[src/rtl/muldiv_sequencer.sv]
// Multi-cycle MIPS mult/multu/div/divu sequencer: 32-step shift-add multiply or restoring divide,
// one sign fix-up cycle, then HI/LO/zon commit. Optional divide-by-zero flag via MULDIV_DIVZERO_EN.
module muldiv_sequencer #(
    parameter int XLEN = 32
) (
    input  logic            clk,
    input  logic            rst,
    input  logic            req_valid,
    output logic            req_ready,
    input  logic [1:0]      op,
    input  logic [XLEN-1:0] gr1,
    input  logic [XLEN-1:0] gr2,
    output logic            busy,
    output logic            done,
    output logic [XLEN-1:0] hi,
    output logic [XLEN-1:0] lo,
    output logic [2:0]      zon
`ifdef MULDIV_DIVZERO_EN
    ,
    output logic            dz
`endif
);

    localparam int CNT_W = $clog2(XLEN);

    typedef enum logic [1:0] {
        IDLE = 2'd0,
        RUN  = 2'd1,
        FIX  = 2'd2
    } state_t;

    state_t state, state_nxt;

    logic [CNT_W-1:0] cnt;
    logic             accept;

    // Latched operation attributes
    logic is_div;
    logic is_signed;
    logic sa;
    logic sb;
    logic div_ovf;
`ifdef MULDIV_DIVZERO_EN
    logic dz_pend;
`endif

    // Shared datapath: acc = product high half / remainder, low = multiplier / quotient,
    // opb = multiplicand / divisor.
    logic [XLEN:0]   acc;
    logic [XLEN-1:0] low;
    logic [XLEN-1:0] opb;

    // Operand preparation at accept
    logic            req_signed;
    logic            a_neg;
    logic            b_neg;
    logic [XLEN-1:0] mag_a;
    logic [XLEN-1:0] mag_b;

    // Iteration step
    logic [XLEN:0]   mul_sum;
    logic [XLEN:0]   div_shift;
    logic [XLEN:0]   div_sub;
    logic            div_ge;
    logic [XLEN:0]   rem_nxt;

    // Sign fix-up and flags
    logic [2*XLEN-1:0] product;
    logic [2*XLEN-1:0] prod_fix;
    logic [XLEN-1:0]   quo_fix;
    logic [XLEN-1:0]   rem_fix;
    logic [XLEN-1:0]   res_hi;
    logic [XLEN-1:0]   res_lo;
    logic [2:0]        res_zon;

    // ------------------------------------------------------------------
    // FSM
    // ------------------------------------------------------------------
    always_ff @(posedge clk) begin
        if (rst) begin
            state <= IDLE;
        end else begin
            state <= state_nxt;
        end
    end

    always_comb begin
        // NOTE: every output of this block gets a default first so no path leaves it unassigned (no latch).
        state_nxt = state;
        req_ready = 1'b0;
        case (state)
            IDLE: begin
                req_ready = 1'b1;
                if (req_valid) begin
                    state_nxt = RUN;
                end
            end
            RUN: begin
                if (cnt == CNT_W'(XLEN - 1)) begin
                    state_nxt = FIX;
                end
            end
            FIX:     state_nxt = IDLE;
            default: state_nxt = IDLE;
        endcase
    end

    assign busy   = ~req_ready;
    assign accept = req_valid && req_ready;

    // ------------------------------------------------------------------
    // Operand preparation and per-step arithmetic
    // ------------------------------------------------------------------
    always_comb begin
        req_signed = ~op[0];
        a_neg      = req_signed & gr1[XLEN-1];
        b_neg      = req_signed & gr2[XLEN-1];
        mag_a      = a_neg ? -gr1 : gr1;
        mag_b      = b_neg ? -gr2 : gr2;

        mul_sum    = low[0] ? (acc + {1'b0, opb}) : acc;

        // Remainder stays below the divisor, so the top bit of rem_nxt is always zero.
        div_shift  = {acc[XLEN-1:0], low[XLEN-1]};
        div_sub    = div_shift - {1'b0, opb};
        div_ge     = (div_shift >= {1'b0, opb});
        rem_nxt    = div_ge ? div_sub : div_shift;
    end

    always_comb begin
        product  = {acc[XLEN-1:0], low};
        prod_fix = (sa ^ sb) ? -product : product;
        quo_fix  = (sa ^ sb) ? -low : low;
        rem_fix  = sa ? -acc[XLEN-1:0] : acc[XLEN-1:0];

        if (is_div) begin
            res_hi = rem_fix;
            res_lo = quo_fix;
        end else begin
            res_hi = prod_fix[2*XLEN-1:XLEN];
            res_lo = prod_fix[XLEN-1:0];
        end

        res_zon[2] = ({res_hi, res_lo} == '0);
        if (is_div) begin
            res_zon[1] = div_ovf;
            res_zon[0] = res_lo[XLEN-1];
        end else begin
            res_zon[1] = is_signed ? (res_hi != {XLEN{res_lo[XLEN-1]}}) : (res_hi != '0);
            res_zon[0] = res_hi[XLEN-1];
        end
    end

    // ------------------------------------------------------------------
    // Datapath registers
    // ------------------------------------------------------------------
    // NOTE: working registers are always loaded at accept before use, so they carry no reset.
    always_ff @(posedge clk) begin
        if (accept) begin
            is_div    <= op[1];
            is_signed <= req_signed;
            sa        <= a_neg;
            sb        <= b_neg;
            div_ovf   <= (op == 2'b10) && (gr1 == {1'b1, {(XLEN-1){1'b0}}}) && (gr2 == '1);
`ifdef MULDIV_DIVZERO_EN
            dz_pend   <= op[1] && (gr2 == '0);
`endif
            acc       <= '0;
            low       <= op[1] ? mag_a : mag_b;
            opb       <= op[1] ? mag_b : mag_a;
        end else if (state == RUN) begin
            if (is_div) begin
                acc <= rem_nxt;
                low <= {low[XLEN-2:0], div_ge};
            end else begin
                acc <= {1'b0, mul_sum[XLEN:1]};
                low <= {mul_sum[0], low[XLEN-1:1]};
            end
        end
    end

    // ------------------------------------------------------------------
    // Counter, results, flags
    // ------------------------------------------------------------------
    always_ff @(posedge clk) begin
        // NOTE: sequential state uses non-blocking assignments so every register samples pre-edge values.
        if (rst) begin
            cnt  <= '0;
            done <= 1'b0;
            hi   <= '0;
            lo   <= '0;
            zon  <= '0;
`ifdef MULDIV_DIVZERO_EN
            dz   <= 1'b0;
`endif
        end else begin
            done <= (state == FIX);

            if (accept) begin
                cnt <= '0;
            end else if (state == RUN) begin
                cnt <= cnt + 1'b1;
            end

`ifdef MULDIV_DIVZERO_EN
            if (accept) begin
                dz <= 1'b0;
            end
            if (state == FIX) begin
                if (dz_pend) begin
                    zon <= '0;
                    dz  <= 1'b1;
                end else begin
                    hi  <= res_hi;
                    lo  <= res_lo;
                    zon <= res_zon;
                end
            end
`else
            if (state == FIX) begin
                hi  <= res_hi;
                lo  <= res_lo;
                zon <= res_zon;
            end
`endif
        end
    end

endmodule

[config.mk]
export PLATFORM = sky130hd
export DESIGN_NAME = muldiv_sequencer
export DESIGN_NICKNAME = d
export VERILOG_FILES = /design/src/rtl/muldiv_sequencer.sv
export SDC_FILE = /design/constraint.sdc
export NUM_CORES = 1
export LEC_CHECK = 0
export CORE_MARGIN = 2
export CORE_UTILIZATION = 40
export DETAILED_ROUTE_END_ITERATION = 12
export GPL_ROUTABILITY_DRIVEN = 1
export PLACE_DENSITY = 0.68
export SETUP_SLACK_MARGIN = 0.1
export SYNTH_ARGS = -nofsm -noshare
export SYNTH_HDL_FRONTEND = slang
export SYNTH_SLANG_ARGS = --single-unit
[constraint.sdc]
create_clock -name clk -period 9.15 [get_ports clk]
set_input_delay 2.2875 -clock clk [delete_from_list [all_inputs] [get_ports clk]]
set_output_delay 2.2875 -clock clk [all_outputs]
set_load 0.02 [all_outputs]
# Word-level counts from Yosys, hierarchy flattened
# Cells that the tools add are included.
[totals]
regBits = 177
[op_classes]
n_addsub = 8
n_lt_le_gt_ge = 1
eq_ne = 9
mux = 21
bitwise_logic = 5
reduce_logical = 9
[ops]
columns = ["operator", "count"]
rows = [
  ["32-bit 2-to-1 mux", 11],
  ["32-bit negation", 4],
  ["33-bit 2-to-1 mux", 3],
  ["32-bit == test, second input constant", 2],
  ["64-bit zero test", 1],
  ["64-bit 2-to-1 mux", 1],
  ["64-bit negation", 1],
  ["33-bit by 32-bit adder with 33-bit output", 1],
  ["33-bit by 32-bit greater-or-equal comparator with 1-bit output", 1],
  ["33-bit by 32-bit subtractor with 33-bit output", 1],
  ["32-bit != test", 1],
  ["32-bit nonzero test", 1],
  ["2-bit 2-to-1 mux", 3],
  ["5-bit by 1-bit adder with 5-bit output, second input constant", 1],
  ["5-bit == test, second input constant", 1],
  ["2-bit == test, second input constant", 2],
  ["2-bit != test, second input constant", 2],
  ["2-bit one-hot mux with 2 select lines", 1],
  ["1-bit logical AND", 3],
  ["1-bit AND", 2],
  ["2-bit by 1-bit == test with 1-bit output, second input constant", 1],
  ["2-bit zero test", 1],
  ["1-bit 2-to-1 mux", 2],
  ["1-bit NOT", 2],
  ["other kinds (4)", 4],
]

# Depth between registers and ports, before layout
# Gate-level depths: netlist of the first run.
[depth]
word_depth = 6
ltp_mapped = 15

# Worst setup path after synthesis of the first run
# Ideal clock, no wire load.
[synth_timing]
path_kind = "in2reg"
start = "input port gr1[4]"
end = "register low[30] (data pin)"
setup_time_ns = 0.266
arrival_ns = 4.549
t_required_ns = 8.884
slack_ns = 4.335
cell_stages = 10
path_buffers = 0
path_cell_list = "nor4_1 -> nand3_1 -> or2_2 -> nor4_1 -> nand3_1 -> o41ai_1 -> xor2_1 -> mux2i_1 -> nand2_1 -> o21ai_1"
[synth_via]
elab_chain_cells = 4
[synth_rtl]
columns = ["element", "line_no", "text"]
rows = [
  ["start: declaration", "11", "input logic [XLEN-1:0] gr1,"],
  ["32-bit negation", "118", "mag_a = a_neg ? -gr1 : gr1;"],
  ["32-bit 2-to-1 mux", "118", ""],
  ["32-bit 2-to-1 mux", "169", "low <= op[1] ? mag_a : mag_b;"],
  ["32-bit 2-to-1 mux", "159", "if (accept) begin"],
  ["end signal: assignment", "169", ""],
  ["end signal: assignment", "174", "low <= {low[XLEN-2:0], div_ge};"],
  ["end signal: assignment", "177", "low <= {mul_sum[0], low[XLEN-1:1]};"],
  ["end: declaration", "50", "logic [XLEN-1:0] low;"],
]
# No other way between the ends.
# A chain may end at the register's enable or synchronous reset.

# Worst setup path in the final report of the first run
# Ends and elaborated chain as after synthesis.

==> flow_summary.json, run 1 <==
{
  "synthToLayoutAreaGrowth_pct": 14.7,
  "ioPinCount": 139,
  "ctsHoldBuffers": 0,
  "num_rows": 71,
  "rr_startpoint": "low[0]",
  "seq_power_share": 0.317,
  "cts.sinks": 177,
  "p_leak_nw": 6.56,
  "fin_crit_sh": 0.630,
  "fin_tns_setup_ps": 0,
  "hold_violations": 0,
  "cts_root_buf": "clkbuf_16",
  "crit_path_end_kind": "register",
  "grt_pass1_wl_microns": 80800,
  "clkTransAtPathRegs_ps": 70,
  "first_global_vias": 14600,
  "io_buffers": 138,
  "synth_cells": 1931,
  "cp-start-kind": "input port",
  "peakVddDrop_v": 0.000160,
  "synth_adder_area_share": 0.0602,
  "antenna_found_initial": 0,
  "grt_max_degree": 112,
  "cts_tree": "done",
  "skew_ps": 14.4,
  "synth_xor_xnor_area_share": 0.0994,
  "place.gp.congestion": 0.928,
  "drcViolationCount": 0,
  "fmax_mhz": 174,
  "diodes": 0,
  "internal_power_mw": 1.99,
  "cp_cell_sequence": "clkdlybuf4s50_1 > nor4_1 > nand3_1 > or2_2 > nor4_1 > nand3_1 > o41ai_1 > xor2_1 > mux2i_1 > nand2_1 > o21ai_1",
  "worstMarginPinSlew_ps": 1320,
  "rsz0062_at_grt": "no",
  "clk_latency_ps": 470,
  "synth_top_cell_by_area": "dfxtp_1",
  "vias_per_cell": 6.06,
  "ys_top_cells_by_count": "188 x nor2_1, 144 x a21oi_1, 142 x nand2_1",
  "cpPeakStageDelay_ps": 980,
  "cts_resized": 0,
  "dr.pass1.iters": 6,
  "path_class": "input port to register",
  "fin_nets": 2121,
  "cpMaxStageDelayCell": "nor4_1",
  "ys_ff_latch": 177,
  "setup.worst_path.end": "low[30]",
  "switching_share": 0.442,
  "detail_route.wl_per_cell_microns": 20.5,
  "synth-async-reset-ratio": 0,
  "ant_nets": 0,
  "syn_nets": 2073,
  "h-tree-depth": 4,
  "crit_required_ps": 9330,
  "routed_wl_microns": 51300,
  "yosys.area_share.simple": 0.211,
  "coreArea_sq_um": 37800,
  "relSlewSlack": 0.116,
  "drive_gt1_frac": 0.0447,
  "hold_slack_ps": 454,
  "synth_top_family_by_area": "compound AO/OA/AOI/OAI gates",
  "maxCapViolations": 0,
  "comb_power_share": 0.472,
  "worstPathArrival_ps": 5940,
  "track_usage": 0.251,
  "synth_area_per_cell_sq_um": 7.98,
  "synth_area_sq_um": 15400,
  "ff2ff_path_depth": 12,
  "die_y_microns": 200,
  "setup_violations": 0,
  "hold_class": "register to register",
  "via_count": 15200,
  "drt_iter0_markers": 1528,
  "cts_setup_buffers": 0,
  "critPathLaunch": "gr1[4]",
  "synth-edff-count": 69,
  "die_w_microns": 200,
  "finalInstanceArea_sq_um": 17700,
  "synth_compound_area_frac": 0.223,
  "overflow": 0,
  "synth.area.mux_share": 0.0762,
  "status": "completed",
  "power_density_nw_per_um2": 202,
  "synth_ff_type": "dfxtp_1",
  "path_max_fanout": 5,
  "reg2reg_slack_ps": 4120,
  "synth_seq_area_share": 0.275,
  "r2r-end": "zon[1]",
  "yosysMostFrequentCell": "nor2_1",
  "place_area_sq_um": 17100,
  "ys_types": 88,
  "p_sw_mw": 1.58,
  "clockBufferDepth": 2,
  "clkPwrFrac": 0.210,
  "cts_made_buffers": 17,
  "synthTopCellsByArea": "dfxtp_1 14%, edfxtp_1 13%, mux2i_1 7.4%, xnor2_1 6.2%, ha_1 5.8%",
  "yosysWarningCount": 0,
  "timing.final.crit_period_ps": 5760,
  "synth_top_area_share": 0.140,
  "die-area_sq_um": 40100,
  "maxSlewViolCount": 0,
  "total_power_mw": 3.57,
  "dp.final_hpwl_microns": 38600,
  "initial_utilization": 0.407
}
==> layout make-up <==
type / count / area [sq um]
clock buffer: 17 / 425
clock inverter: 15 / 159
fill: 3760 / 20200
inverter: 90 / 338
multi-input combinational: 1533 / 10300
sequential: 177 / 4230
tap: 511 / 639
timing repair buffer: 160 / 1550
==> placed cells by master (no fill, tap or decap), drive strengths merged, types with 19 or more instances in the layout <==
cell type and instances:
o31ai 26, a211oi 67, mux2i 114, nand2 142
edfxtp 69, xor2 66, nor3 73, clkdlybuf4s50 136
inv 93, dfxtp 108, o21ai 89, buf 24
or3 21, nand4 37, ha 71, a21o 19
nand3 38, a21oi 144, nor4 43, xnor2 109
a31oi 25, nor2 188, nor2b 21
==> through the flow <==
stage               instances  worst slack [ps]   util
floorplan                1931              4340      -
global placement         2471              3070  0.452
detailed placement       2471              2970  0.452
CTS                      2503              3440  0.467
global route             2503              3080  0.467
finish                   2503              3390  0.467
==> worst max-delay path: cells and delay by family <==
kind / cells / cell delay, ps
buffers and inverters: 1 / 470
xor gates and xnor gates: 1 / 240
and+or+nand+nor: 6 / 2390
AOI/OAI and AO/OA: 2 / 440
muxes: 1 / 100
==> sequential cells by signal, indices dropped and copies added (netlist names) <==
signal	cells
sb	1
low	32
state	2
div_ovf	1
sa	1
hi	32
zon	3
opb	32
is_div	1
acc	33
cnt	5
lo	32
is_signed	1
done	1
==> kinds of logic after synthesis <==
kind of cell | after synthesis
and+or+nand+nor | 648
AOI/OAI and AO/OA | 520
adders and majority gates | 73
xor gates and xnor gates | 175
muxes | 117
buffers and inverters | 221
DFF | 177
==> routing by layer <==
metal | vias to the layer above | GRT usage | share of wire
li1 | 7230 | - | -
met2 | 594 | 0.418 | 0.46
met3 | 117 | 0.0363 | 0.063
met5 | - | 0 | 0
met1 | 7222 | 0.325 | 0.44
met4 | 0 | 0.107 | 0.039
==> how the worst min path moves through the flow <==
stage | start | to | slack, ps | depth (start not counted)
2_1_floorplan | acc[32] | acc[32] | 460 | 2
3_3_place_gp | hi[29] | hi[29] | 450 | 2
3_5_place_dp | hi[17] | hi[17] | 450 | 2
4_1_cts | hi[17] | hi[17] | 460 | 2
5_1_grt | hi[17] | hi[17] | 480 | 2
6_report | hi[17] | hi[17] | 450 | 2
==> power by group through the flow <==
stage	combinational (mW)	clock (mW)	sequential (mW)
final	1.68	0.750	1.13
after floorplan	1.31	0	0.991
after CTS	1.66	0.762	1.12
after detailed placement	1.65	0	1.14
after global routing	1.85	0.789	1.14
after global placement	1.62	0	1.14
Note: power is estimated with default switching activity, not from simulation.
==> run 2: changes to the inputs <==
--- a/config.mk
+++ b/config.mk
@@ -9,7 +9,7 @@
 export CORE_UTILIZATION = 40
 export DETAILED_ROUTE_END_ITERATION = 12
 export GPL_ROUTABILITY_DRIVEN = 1
-export PLACE_DENSITY = 0.68
+export PLACE_DENSITY = 0.7
 export SETUP_SLACK_MARGIN = 0.1
 export SYNTH_ARGS = -nofsm -noshare
 export SYNTH_HDL_FRONTEND = slang
==> constraint.sdc (replaced) <==
create_clock -name clk -period 5.2 [get_ports clk]
set_input_delay 1.3 -clock clk [delete_from_list [all_inputs] [get_ports clk]]
set_output_delay 1.3 -clock clk [all_outputs]
set_load 0.02 [all_outputs]
==> flow_summary.json, run 2 (same netlist as run 1, synthesis figures left out) <==
{
  "rsz0062_at_grt": "no",
  "drive_gt1_frac": 0.0504,
  "die_y_microns": 200,
  "timing.final.crit_period_ps": 4250,
  "clockBufferDepth": 2,
  "drt_iter0_markers": 1547,
  "status": "completed",
  "total_power_mw": 6.36,
  "worstPathArrival_ps": 4550,
  "path_max_fanout": 12,
  "first_global_vias": 14300,
  "cts_root_buf": "clkbuf_16",
  "hold_class": "register to register",
  "synthToLayoutAreaGrowth_pct": 15.4,
  "top_register": "acc",
  "crit_required_ps": 5500,
  "grt_max_degree": 84,
  "maxCapViolations": 0,
  "cts_tree": "done",
  "maxSlewViolCount": 0,
  "power_density_nw_per_um2": 357,
  "fin_tns_setup_ps": 0,
  "final_common_cell": "nor2_1",
  "vias_per_cell": 6.04,
  "relSlewSlack": 0.149,
  "antenna_found_initial": 0,
  "detail_route.wl_per_cell_microns": 20.3,
  "ctsHoldBuffers": 0,
  "crit_path_end_kind": "register",
  "final_cell_mix": "188 x nor2_1, 144 x a21oi_1, 142 x nand2_1",
  "clk_latency_ps": 460,
  "h-tree-depth": 4,
  "cts.sinks": 177,
  "grt_pass1_wl_microns": 79500,
  "ant_nets": 0,
  "cts_resized": 0,
  "hold_violations": 0,
  "setup_violations": 0,
  "fin_crit_sh": 0.817,
  "coreArea_sq_um": 37800,
  "peakVddDrop_v": 0.000228,
  "overflow": 0,
  "cp-start-kind": "register",
  "dr.pass1.iters": 6,
  "clkTransAtPathRegs_ps": 70,
  "ioPinCount": 139,
  "path_class": "register to register",
  "die-area_sq_um": 40100,
  "largest_register_ffs": 33,
  "diodes": 0,
  "final_util": 0.470,
  "initial_utilization": 0.407,
  "cts_setup_buffers": 0,
  "num-fill-cells": 3715,
  "worstMarginPinSlew_ps": 1270,
  "dp.final_hpwl_microns": 38600,
  "num_rows": 71,
  "fmax_mhz": 235,
  "die_w_microns": 200,
  "place.gp.congestion": 0.935,
  "drcViolationCount": 0,
  "p_leak_nw": 6.62,
  "cts_made_buffers": 17,
  "fin_nets": 2133,
  "skew_ps": 17.8,
  "routed_wl_microns": 50900,
  "via_count": 15200,
  "track_usage": 0.247,
  "io_buffers": 138
}
-- run 2: cell types whose count changed in the layout (fill, tap and decap cells not counted), sizes merged --
cell    previous run  this run
buf               24        36
bufinv             2         3
clkinv             7         4
inv               93        94
-- run 2: layout make-up --
class / count / area [sq um] / share of cell area
clock inverter: 14 / 180 / 0.0101
multi-input combinational: 1533 / 10300 / 0.581
clock buffer: 17 / 425 / 0.0239
timing repair buffer: 172 / 1630 / 0.0916
tap: 511 / 639 / 0.0359
inverter: 90 / 338 / 0.0190
sequential: 177 / 4230 / 0.238
-- run 2: final timing paths --
path | from | to | slack (ps) | depth (start not counted)
setup / recovery | acc[0] | acc[30] | 950 | 12
hold / removal | hi[27] | hi[27] | 450 | 2
setup reg to reg | acc[0] | acc[30] | 950 | 12
hold reg to reg | hi[27] | hi[27] | 450 | 2
-- run 2: report_power, final --
part           total (mW)  switching [mW]  internal (mW)
clock                1.37           0.610          0.763
combinational        3.04            1.83           1.20
sequential           1.95           0.341           1.61
total                6.36            2.79           3.57
-- run 2: through the flow --
| stage | setup slack (ps) | hold slack [ps] | instance area (sq um) | cells |
|---|---|---|---|---|
| after detailed placement | 666 | 449 | 17200 | 2483 |
| after global placement | 742 | 449 | 17200 | 2483 |
| after CTS | 1100 | 459 | 17800 | 2514 |
| final | 953 | 454 | 17800 | 2514 |
| after floorplan | 1370 | 460 | 15400 | 1931 |
| after global routing | 763 | 483 | 17800 | 2514 |
-- run 2: critical path, stage by stage (launching register included) --
cell and delay (ps):
dfxtp_1 630, inv_1 230, fa_1 500, nor2b_1 200, o2111a_1 230, nor3b_1 90, o21a_1 240, o31ai_1 630
a2111oi_0 260, nor3_1 530, mux2i_1 140, o21ai_0 280, a31oi_1 120
-- run 2: per-layer routing --
| metal | part of all wire | routed length [microns] | track usage |
|---|---|---|---|
| met5 | 0 | 0 | 0 |
| met4 | 0.041 | 2080 | 0.109 |
| met3 | 0.075 | 3820 | 0.0397 |
| met2 | 0.46 | 23200 | 0.401 |
| met1 | 0.43 | 21800 | 0.325 |
==> run 3: changes to the inputs <==
==> constraint.sdc (replaced) <==
create_clock -name clk -period 3.58 [get_ports clk]
set_input_delay 0.895 -clock clk [delete_from_list [all_inputs] [get_ports clk]]
set_output_delay 0.895 -clock clk [all_outputs]
set_load 0.02 [all_outputs]
==> flow_summary.json, run 3 (same netlist as run 1, synthesis figures left out) <==
{
  "largest_register_ffs": 33,
  "via_count": 16000,
  "synthToLayoutAreaGrowth_pct": 26.2,
  "track_usage": 0.262,
  "timing.final.crit_period_ps": 3380,
  "cts_root_buf": "clkbuf_16",
  "ctsHoldBuffers": 0,
  "dr.pass1.iters": 6,
  "maxSlewViolCount": 0,
  "status": "completed",
  "grt_pass1_wl_microns": 84200,
  "worstPathArrival_ps": 3770,
  "die_y_microns": 200,
  "dp.final_hpwl_microns": 41900,
  "clk_latency_ps": 470,
  "clockBufferDepth": 2,
  "ioPinCount": 139,
  "overflow": 0,
  "vias_per_cell": 5.94,
  "hold_violations": 0,
  "reg2reg_slack_ps": 200,
  "worstMarginPinSlew_ps": 792,
  "diodes": 0,
  "cts.sinks": 177,
  "ff2ff_path_depth": 11,
  "cts_tree": "done",
  "place.gp.congestion": 0.981,
  "finalInstanceArea_sq_um": 19500,
  "grt_max_degree": 84,
  "relSlewSlack": 0.465,
  "top_register": "acc",
  "r2r-end": "zon[2]",
  "initial_utilization": 0.407,
  "fin_nets": 2311,
  "total_power_mw": 9.98,
  "place_area_sq_um": 18500,
  "final_util": 0.514,
  "hold_class": "register to register",
  "place_ws_ps": -383,
  "peakVddDrop_v": 0.000430,
  "cts_made_buffers": 17,
  "dp_cells": 2654,
  "skew_ps": 12.2,
  "cp-start-kind": "register",
  "path_max_fanout": 7,
  "io_buffers": 138,
  "antenna_found_initial": 0,
  "num_rows": 71,
  "path_class": "register to register",
  "drive_gt1_frac": 0.147,
  "fmax_mhz": 296,
  "die-area_sq_um": 40100,
  "crit_path_end_kind": "register",
  "p_leak_nw": 7.57,
  "crit_required_ps": 3980,
  "setup_violations": 0,
  "coreArea_sq_um": 37800,
  "power_density_nw_per_um2": 513,
  "fin_crit_sh": 0.943,
  "critPathLaunch": "low[1]",
  "die_w_microns": 200,
  "clkTransAtPathRegs_ps": 80,
  "setup.worst_path.end": "zon[2]",
  "routed_wl_microns": 54000,
  "h-tree-depth": 4,
  "drcViolationCount": 0,
  "ant_nets": 0,
  "rsz0062_at_grt": "yes",
  "final_common_cell": "buf_4",
  "detail_route.wl_per_cell_microns": 20.0,
  "final_cell_mix": "208 x buf_4, 187 x nor2_1, 142 x nand2_1, 142 x a21oi_1, 136 x clkdlybuf4s50_1",
  "layout_setup_ws_ps": 204,
  "final_cells": 2693,
  "first_global_vias": 15500,
  "drt_iter0_markers": 1548,
  "maxCapViolations": 0,
  "rr_startpoint": "low[1]"
}
-- run 3: area by class of cell --
class	count	area, sq um
clock inverters	15	191
multi-input cells	1533	10600
inverters	90	338
repair buffers	350	3020
flip-flops and latches	177	4230
well taps	511	639
clock buffers	17	425
fillers	3646	18400
-- run 3: how the worst min path moves through the flow --
| stage | startpoint | end | slack (ps) | cells after the start |
|---|---|---|---|---|
| detailed placement | hi[21] | hi[21] | 450 | 2 |
| finish | hi[29] | hi[29] | 460 | 2 |
| global placement | zon[0] | zon[0] | 450 | 2 |
| CTS | hi[21] | hi[21] | 460 | 2 |
| global route | hi[21] | hi[21] | 490 | 2 |
| floorplan | acc[32] | acc[32] | 460 | 2 |
-- run 3: metal layers --
metal	GRT usage	vias up	routed length (microns)
li1	-	7617	-
met1	0.331	7594	23000
met2	0.432	646	24900
met3	0.0439	140	3700
met4	0.131	0	2410
met5	0	-	0
-- run 3: where the power goes --
group | switching, mW | internal, mW
Combinational | 3.12 | 2.25
Clock | 0.936 | 1.06
Sequential | 0.276 | 2.33
-- run 3: what timing repair did --
action,in CTS,in global routing
resized for setup,8,41
gates cloned,0,1
pin swaps,0,10
setup buffers,0,6
setup endpoints to repair,9,38
-- run 3: worst max-delay path, cell delays in order, from the launching register on --
cell and delay [ps]:
edfxtp_1 470, buf_4 190, or3_4 410, or3_4 390
o41ai_2 240, xor2_1 250, nand4_1 160, nor4b_2 240
buf_4 160, nand4_1 80, or4b_1 570, o21ai_1 150
-- run 3: metrics by stage --
| step | TNS [ps] | hold slack (ps) |
|---|---|---|
| 2_1_floorplan | 0 | 460 |
| 3_3_place_gp | -1640 | 449 |
| 3_5_place_dp | -3020 | 449 |
| 4_1_cts | 0 | 459 |
| 5_1_grt | 0 | 492 |
| 6_report | 0 | 457 |
